===== src/rtl/episode_sequencer.sv =====
`default_nettype none
// ============================================================================
//  Module      : episode_sequencer
//  Description : Runs Q-learning episodes (load, observe, act, step, reward,
//                update) against the 4-lane traffic environment.
//  Revision    : 1.0  initial release
// ============================================================================
module episode_sequencer #(
    parameter int          N_STEP    = 16,
    parameter int          N_EPISODE = 100,
    parameter logic [7:0]  EPS       = 8'd26,
    parameter logic [15:0] SEED      = 16'hACE1
) (
    input  logic        clk,
    input  logic        rst,
    input  logic        start,
    input  logic        abort,
    input  logic [11:0] S,
    input  logic        act_valid,
    input  logic [1:0]  act_in,
    input  logic        upd_done,
    output logic        env_load,
    output logic        env_step,
    output logic [1:0]  A,
    output logic        learning,
    output logic        state_valid,
    output logic [11:0] state_out,
    output logic        explore,
    output logic [5:0]  reward,
    output logic        upd_req,
    output logic [7:0]  step_cnt,
    output logic [7:0]  episode_cnt,
    output logic        busy,
    output logic        done
);

    localparam logic [3:0] ST_IDLE    = 4'd0;
    localparam logic [3:0] ST_LOAD    = 4'd1;
    localparam logic [3:0] ST_OBSERVE = 4'd2;
    localparam logic [3:0] ST_STEP    = 4'd3;
    localparam logic [3:0] ST_SETTLE  = 4'd4;
    localparam logic [3:0] ST_REWARD  = 4'd5;
    localparam logic [3:0] ST_UPDATE  = 4'd6;
    localparam logic [3:0] ST_NEXT    = 4'd7;
    localparam logic [3:0] ST_DONE    = 4'd8;

    localparam logic [7:0] LAST_STEP    = 8'(N_STEP - 1);
    localparam logic [7:0] LAST_EPISODE = 8'(N_EPISODE - 1);

    logic [3:0]  state;
    logic [3:0]  state_nxt;
    logic [15:0] lfsr;
    logic        lfsr_fb;
    logic        rand_pick;
    logic        aborting;
    logic [5:0]  queue_sum;

    assign lfsr_fb   = lfsr[0] ^ lfsr[2] ^ lfsr[3] ^ lfsr[5];
    assign rand_pick = (lfsr[7:0] < EPS);
    assign aborting  = abort && (state != ST_IDLE);
    assign queue_sum = 6'(S[2:0]) + 6'(S[5:3]) + 6'(S[8:6]) + 6'(S[11:9]);

    always_ff @(posedge clk or negedge rst) begin
        if (!rst) begin
            state <= ST_IDLE;
        end else begin
            state <= state_nxt;
        end
    end

    always_comb begin
        state_nxt = state;
        if (aborting) begin
            state_nxt = ST_IDLE;
        end else begin
            case (state)
                ST_IDLE:    if (start) state_nxt = ST_LOAD;
                ST_LOAD:    state_nxt = ST_OBSERVE;
                ST_OBSERVE: if (act_valid) state_nxt = ST_STEP;
                ST_STEP:    state_nxt = ST_SETTLE;
                ST_SETTLE:  state_nxt = ST_REWARD;
                ST_REWARD:  state_nxt = ST_UPDATE;
                ST_UPDATE:  if (upd_done) state_nxt = ST_NEXT;
                ST_NEXT: begin
                    if (step_cnt != LAST_STEP)          state_nxt = ST_OBSERVE;
                    else if (episode_cnt != LAST_EPISODE) state_nxt = ST_LOAD;
                    else                                state_nxt = ST_DONE;
                end
                ST_DONE:    if (!start) state_nxt = ST_IDLE;
                default:    state_nxt = ST_IDLE;
            endcase
        end
    end

    always_comb begin
        env_load    = (state == ST_LOAD);
        env_step    = (state == ST_STEP);
        state_valid = (state == ST_OBSERVE);
        upd_req     = (state == ST_UPDATE);
        done        = (state == ST_DONE);
        busy        = (state != ST_IDLE);
        learning    = (state != ST_IDLE) && (state != ST_DONE);
    end

    // Datapath: the LFSR free-runs; everything else only moves in its own state.
    always_ff @(posedge clk or negedge rst) begin
        if (!rst) begin
            lfsr        <= SEED;
            A           <= 2'd0;
            explore     <= 1'b0;
            reward      <= 6'd0;
            state_out   <= 12'd0;
            step_cnt    <= 8'd0;
            episode_cnt <= 8'd0;
        end else begin
            lfsr <= {lfsr_fb, lfsr[15:1]};
            if (aborting) begin
                step_cnt    <= 8'd0;
                episode_cnt <= 8'd0;
            end else begin
                case (state)
                    ST_OBSERVE: begin
                        state_out <= S;
                        if (act_valid) begin
                            A       <= rand_pick ? lfsr[9:8] : act_in;
                            explore <= rand_pick;
                        end
                    end
                    ST_REWARD: begin
                        reward    <= 6'd0 - queue_sum;
                        state_out <= S;
                    end
                    ST_NEXT: begin
                        if (step_cnt == LAST_STEP) begin
                            step_cnt <= 8'd0;
                            if (episode_cnt != LAST_EPISODE) begin
                                episode_cnt <= episode_cnt + 8'd1;
                            end
                        end else begin
                            step_cnt <= step_cnt + 8'd1;
                        end
                    end
                    ST_DONE: begin
                        if (!start) begin
                            step_cnt    <= 8'd0;
                            episode_cnt <= 8'd0;
                        end
                    end
                    default: ;
                endcase
            end
        end
    end

endmodule
`default_nettype wire


===== config.mk =====
export PLATFORM = sky130hd
export DESIGN_NAME = episode_sequencer
export DESIGN_NICKNAME = d
export VERILOG_FILES = /design/src/rtl/episode_sequencer.sv
export SDC_FILE = /design/constraint.sdc
export NUM_CORES = 1
export LEC_CHECK = 0
export BUFFER_PORTS_ARGS = -buffer_cell sky130_fd_sc_hd__buf_2
export CAP_MARGIN = 20
export CORE_MARGIN = 4
export CORE_UTILIZATION = 45
export DETAILED_ROUTE_END_ITERATION = 8
export GPL_ROUTABILITY_DRIVEN = 0
export GPL_TIMING_DRIVEN = 0
export HOLD_SLACK_MARGIN = 0.06
export PLACE_DENSITY = 0.71
export SETUP_SLACK_MARGIN = 0.1
export SLEW_MARGIN = 0
export SYNTH_ARGS = -nofsm -noshare
export SYNTH_HDL_FRONTEND = slang
export SYNTH_SLANG_ARGS = --single-unit
export TNS_END_PERCENT = 20

===== constraint.sdc =====
create_clock -name clk -period 1.82 [get_ports clk]
set_input_delay 0.364 -clock clk [delete_from_list [all_inputs] [get_ports clk]]
set_output_delay 0.364 -clock clk [all_outputs]
set_load 0.005 [all_outputs]

After elaboration in Yosys (flattened, before gate mapping)
Cells that the tools add are included.
Widths: inputs -> output; s select.
{"block": "word_totals", "register_bits": 57, "in_bits": 20, "output_inout_bits": 44}
{"block": "op_classes", "add_sub_neg": 6, "n_lt_le_gt_ge": 1, "n_eq_ne": 18, "n_mux": 17, "n_bitwise": 4, "reduce_logical": 12}
{"operator": "$mux 8", "count": 6}
{"operator": "$pmux 4 s9", "count": 1}
{"operator": "$pmux 8 s2", "count": 2}
{"operator": "$mux 4", "count": 7}
{"operator": "$add 8x1->8 const B", "count": 2}
{"operator": "$eq 4x3->1 const B", "count": 4}
{"operator": "$ne 3x2->1 const B", "count": 3}
{"operator": "$ne 3x3->1 const B", "count": 3}
{"operator": "$eq 4x2->1 const B", "count": 2}
{"operator": "$eq 8x4->1 const B", "count": 1}
{"operator": "$lt 8x5->1 const B", "count": 1}
{"operator": "$ne 8x4->1 const B", "count": 1}
{"operator": "$ne 8x7->1 const B", "count": 1}
{"operator": "$reduce_and 4->1", "count": 2}
{"operator": "$add 5x3->6", "count": 1}
{"operator": "$reduce_and 2->1", "count": 3}
{"operator": "$sub 1x6->6 const A", "count": 1}
{"operator": "$add 4x3->5", "count": 1}
{"operator": "$add 3x3->4", "count": 1}
{"operator": "$eq 4x1->1 const B", "count": 1}
{"operator": "$eq 4x4->1 const B", "count": 1}
{"operator": "$logic_not 4->1", "count": 1}
{"operator": "$ne 4x4->1 const B", "count": 1}
{"operator": "$reduce_bool 4->1", "count": 1}
{"operator": "other kinds (7)", "count": 10}

Longest topological paths before layout
{"block": "depth", "ltp_word": 5, "depth_mapped": 10}

Least setup slack after synthesis
OpenSTA, ideal clock, no wires.
{"block": "synth_timing", "kind": "input to register", "start": "input S[4]", "end": "register reward[3]", "arrival_time_ps": 2782, "required_ps": 1695, "path_slack_ps": -1087, "cell_stages": 9, "n_path_buf": 0, "path_cell_list": "inv_1 fa_1 inv_1 fa_1 fa_1 inv_1 ha_1 fa_1 mux2_2"}
{"block": "synth_between", "elab_chain_len": 4}
{"item": "from (decl)", "line_no": "18", "source": "input logic [11:0] S,"}
{"item": "$add 3x3->4", "line_no": "61", "source": "assign queue_sum = 6'(S[2:0]) + 6'(S[5:3]) + 6'(S[8:6]) + 6'(S[11:9]);"}
{"item": "$add 4x3->5", "line_no": "61"}
{"item": "$add 5x3->6", "line_no": "61"}
{"item": "$sub 1x6->6", "line_no": "130", "source": "reward <= 6'd0 - queue_sum;"}
{"item": "to (signal assigned)", "line_no": "130"}
{"item": "to (decl)", "line_no": "29", "source": "output logic [5:0] reward,"}
Every way passes these cells.
A chain may end at the register's enable or synchronous reset.

Final worst setup path
Ends and elaborated chain as after synthesis.

==> metrics.md <==
| Metric | Value |
|---|---|
| Status | `complete, but fails checks` |
| Failing checks | `negative setup slack` |
| Relative slew slack | `69.8%` |
| GRT Util Overall | `18.4%` |
| Power share of the combinational group | `39.1%` |
| Area of placed instances | `3260 um^2` |
| R2r endpoint | `episode_cnt[7]$_DFFE_PN0P_` |
| YS warnings | `0` |
| Sink Count | `57` |
| Final Cell Area | `3890 um^2` |
| # Max-Cap Violations | `0` |
| Yosys cell types | `44` |
| Syn Inst Count | `243` |
| I/O pins | `64` |
| Most used DFF post-synth | `dfrtp_1` |
| Die Area | `7420 um^2` |
| Netlist Area Pre-Place | `2750 um^2` |
| Worst-path clk slew | `70 ps` |
| Worst Skew | `8.09 ps` |
| Power Density | `1400 nW/um^2` |
| Worst Hold Launch | `S[7]` |
| R2R Path Start | `state[1]$_DFFE_PN0P_` |
| Leakage | `1.89 nW` |
| RSZ-0062 raised after global routing | `yes` |
| Crit-path max FO | `2` |
| Hold WS | `269 ps` |
| Die Height | `86.1 um` |
| P_sw | `0.00182 W` |
| Clock share of power | `26.8%` |
| Largest net degree at the start of global routing | `41` |
| Starting density of the core | `46.4%` |
| Hold Vio Cnt, Final | `0` |
| Layout cells sized above 1 | `52.4%` |
| Ant. Diodes | `0` |
| Area leader, netlist | `dfrtp_1` |
| CP Capture Type | `flip-flop` |
| Final Max Slew Viols | `0` |
| CTS Buffer Depth | `2` |
| Final wirelength | `6.72 mm` |
| Startpoint types | `primary input` |
| WHS Path Cells | `2` |
| Iteration-0 DRC Markers | `104` |
| Worst hold path type | `in2reg` |
| P_int | `0.00362 W` |
| Top cells by area in the synthesized netlist | `dfrtp_1, dfstp_2, mux2_2` |
| Setup CP Type | `in2reg` |
| Flops & latches, synth | `57` |
| WP data required | `2040 ps` |
| R2R cell count | `6` |
| Final setup viols | `20` |
| Register share of total power | `34.1%` |
| Ys async rst share | `100%` |
| Min Tclk post-route | `2610 ps` |
| Syn_area_per_cell | `11.3 um^2` |
| WL/cell | `16.4 um` |
| Sw frac | `33.4%` |
| Detailed-placement wirelength estimate | `4.37 mm` |
| Layout Area Growth over Synthesis | `41.7%` |
| H-tree levels | `3` |
| Top cells by count, synth | `dfrtp_1, inv_1, mux2_2, nor2_1, nand2_1` |
| Reg2Reg Setup Slack | `-120 ps` |
| First-pass iteration count of the detailed router | `4` |
| Global-route wire length before repair | `10.7 mm` |
| Remaining Overflow, GRT | `0` |
| Setup slack after layout | `-790 ps` |
| Worst skew pair latency | `330 ps` |
| CTS root buffer | `clkbuf_8` |
| Row count | `28` |
| # port buffers | `63` |
| Initial antenna violation count | `0` |
| Remaining DRCs | `0` |
| Crit path DAT | `2830 ps` |
| Fmax | `383 MHz` |
| Via count | `2193` |
| Chip width | `86.1 um` |
| Hold endpoint | `state_out[7]$_DFFE_PN0P_` |
| Post-Syn Nets | `277` |
| Yosys top cell area share | `44.6%` |
| Crit share post-route | `143%` |
| Cts bufs inserted | `9` |
| Slew @ Worst Pin | `452 ps` |
| Peak supply drop | `0.000752 V` |
| Post-synth EDFFs | `0` |
| Layout Nets | `363` |
| Routed Antenna Nets | `0` |
| Vias/cell | `5.36` |
| CTS tree | `yes` |
| Core ar. | `5920 um^2` |
| Most common cell in the netlist | `dfrtp_1` |
| Vias in the first global route | `2175` |
| Register area share after synthesis | `52.3%` |
## state kept, by name, summed over array words and instances, names as in the netlist
name and cells:
explore 1, episode_cnt 8, step_cnt 8, reward 6
state 4, A 2, lfsr 16, state_out 12
## kinds of logic after synthesis
logic type	Yosys count	share of synthesized area [%]
flops	57	52.3
compound gates	40	9.75
fa+ha+maj	14	8.01
buf+inv	26	4.23
simple gates	78	15.3
mux	18	7.29
xor+xnor	10	3.19
## critical path, stage by stage
cell	delay, ps
buf_8	80
inv_4	30
fa_2	550
inv_2	40
fa_2	330
fa_1	540
inv_2	50
ha_4	160
fa_2	410
mux2_4	270
## worst max path at each step
stage / from / end / slack (ps) / cells after the start
2_1_floorplan: S[10] / reward[3]$_DFFE_PN0P_ / -960 / 9
3_3_place_gp: S[10] / reward[3]$_DFFE_PN0P_ / -1170 / 10
3_5_place_dp: S[10] / reward[3]$_DFFE_PN0P_ / -1260 / 10
4_1_cts: S[4] / reward[3]$_DFFE_PN0P_ / -870 / 10
5_1_grt: S[4] / reward[3]$_DFFE_PN0P_ / -840 / 10
6_report: S[4] / reward[3]$_DFFE_PN0P_ / -790 / 10
## cell usage in the layout, fill, tap and decap left out, types with 6 or more instances in the layout
master    netlist  layout
dfstp_2         8       8
buf_4           0      12
nor2_1         16      10
inv_1          16       9
a21oi_1         6       6
mux2_2         16       6
buf_2           3      62
mux2_4          0      10
nand3_1        10       9
dfrtp_2         0       6
buf_6           2       6
xnor2_1         8       7
clkbuf_8        0      11
dfrtp_1        49      43
nand2_1        14      13
o21ai_0        12      10
## power by group through the flow
stage	logic, W	registers, W	clock network (W)
final	0.00213	0.00185	0.00145
after global placement	0.00166	0.00184	0
after CTS	0.00190	0.00183	0.00147
after global routing	0.00234	0.00190	0.00154
after floorplan	0.00104	0.00184	0
after detailed placement	0.00171	0.00185	0
## routing by layer
| layer | vias to the layer above | routed length [um] | track usage, % |
|---|---|---|---|
| met5 | - | 0 | 0 |
| met4 | 0 | 122 | 7.91 |
| met3 | 9 | 261 | 3.75 |
| met2 | 53 | 3400 | 28.7 |
| met1 | 1102 | 2930 | 24.8 |
| li1 | 1029 | - | - |
## per-stage QoR
step | total power (W) | TNS, ps | cells | setup slack (ps) | utilization, %
after floorplan | 0.00288 | -3210 | 243 | -956 | -
after global placement | 0.00349 | -10000 | 381 | -1170 | 54.8
after detailed placement | 0.00355 | -10940 | 382 | -1260 | 55.1
after CTS | 0.00520 | -3900 | 399 | -875 | 61.9
after global routing | 0.00578 | -4950 | 409 | -840 | 65.7
final | 0.00543 | -3110 | 409 | -790 | 65.7
## layout make-up
type,instances,area (um^2)
fillers,453,2030
multi-input cells,160,1500
flip-flops and latches,57,1440
repair buffers,75,440
clock buffers,10,138
clock inverters,6,105
plain buffers,10,101
well taps,75,93.8
inverters,16,70.1
## what timing repair did
| action | 4_1_cts | 5_1_grt |
|---|---|---|
| cloned | 0 | 1 |
| endpoints found under the hold margin | 17 | 0 |
| endpoints found under the setup margin | 45 | 41 |
| pin swaps | 15 | 9 |
| setup buffers | 0 | 9 |
| hold buffers | 1 | 0 |
| gates resized for setup | 41 | 40 |
Power figures use the tool's default switching activity.
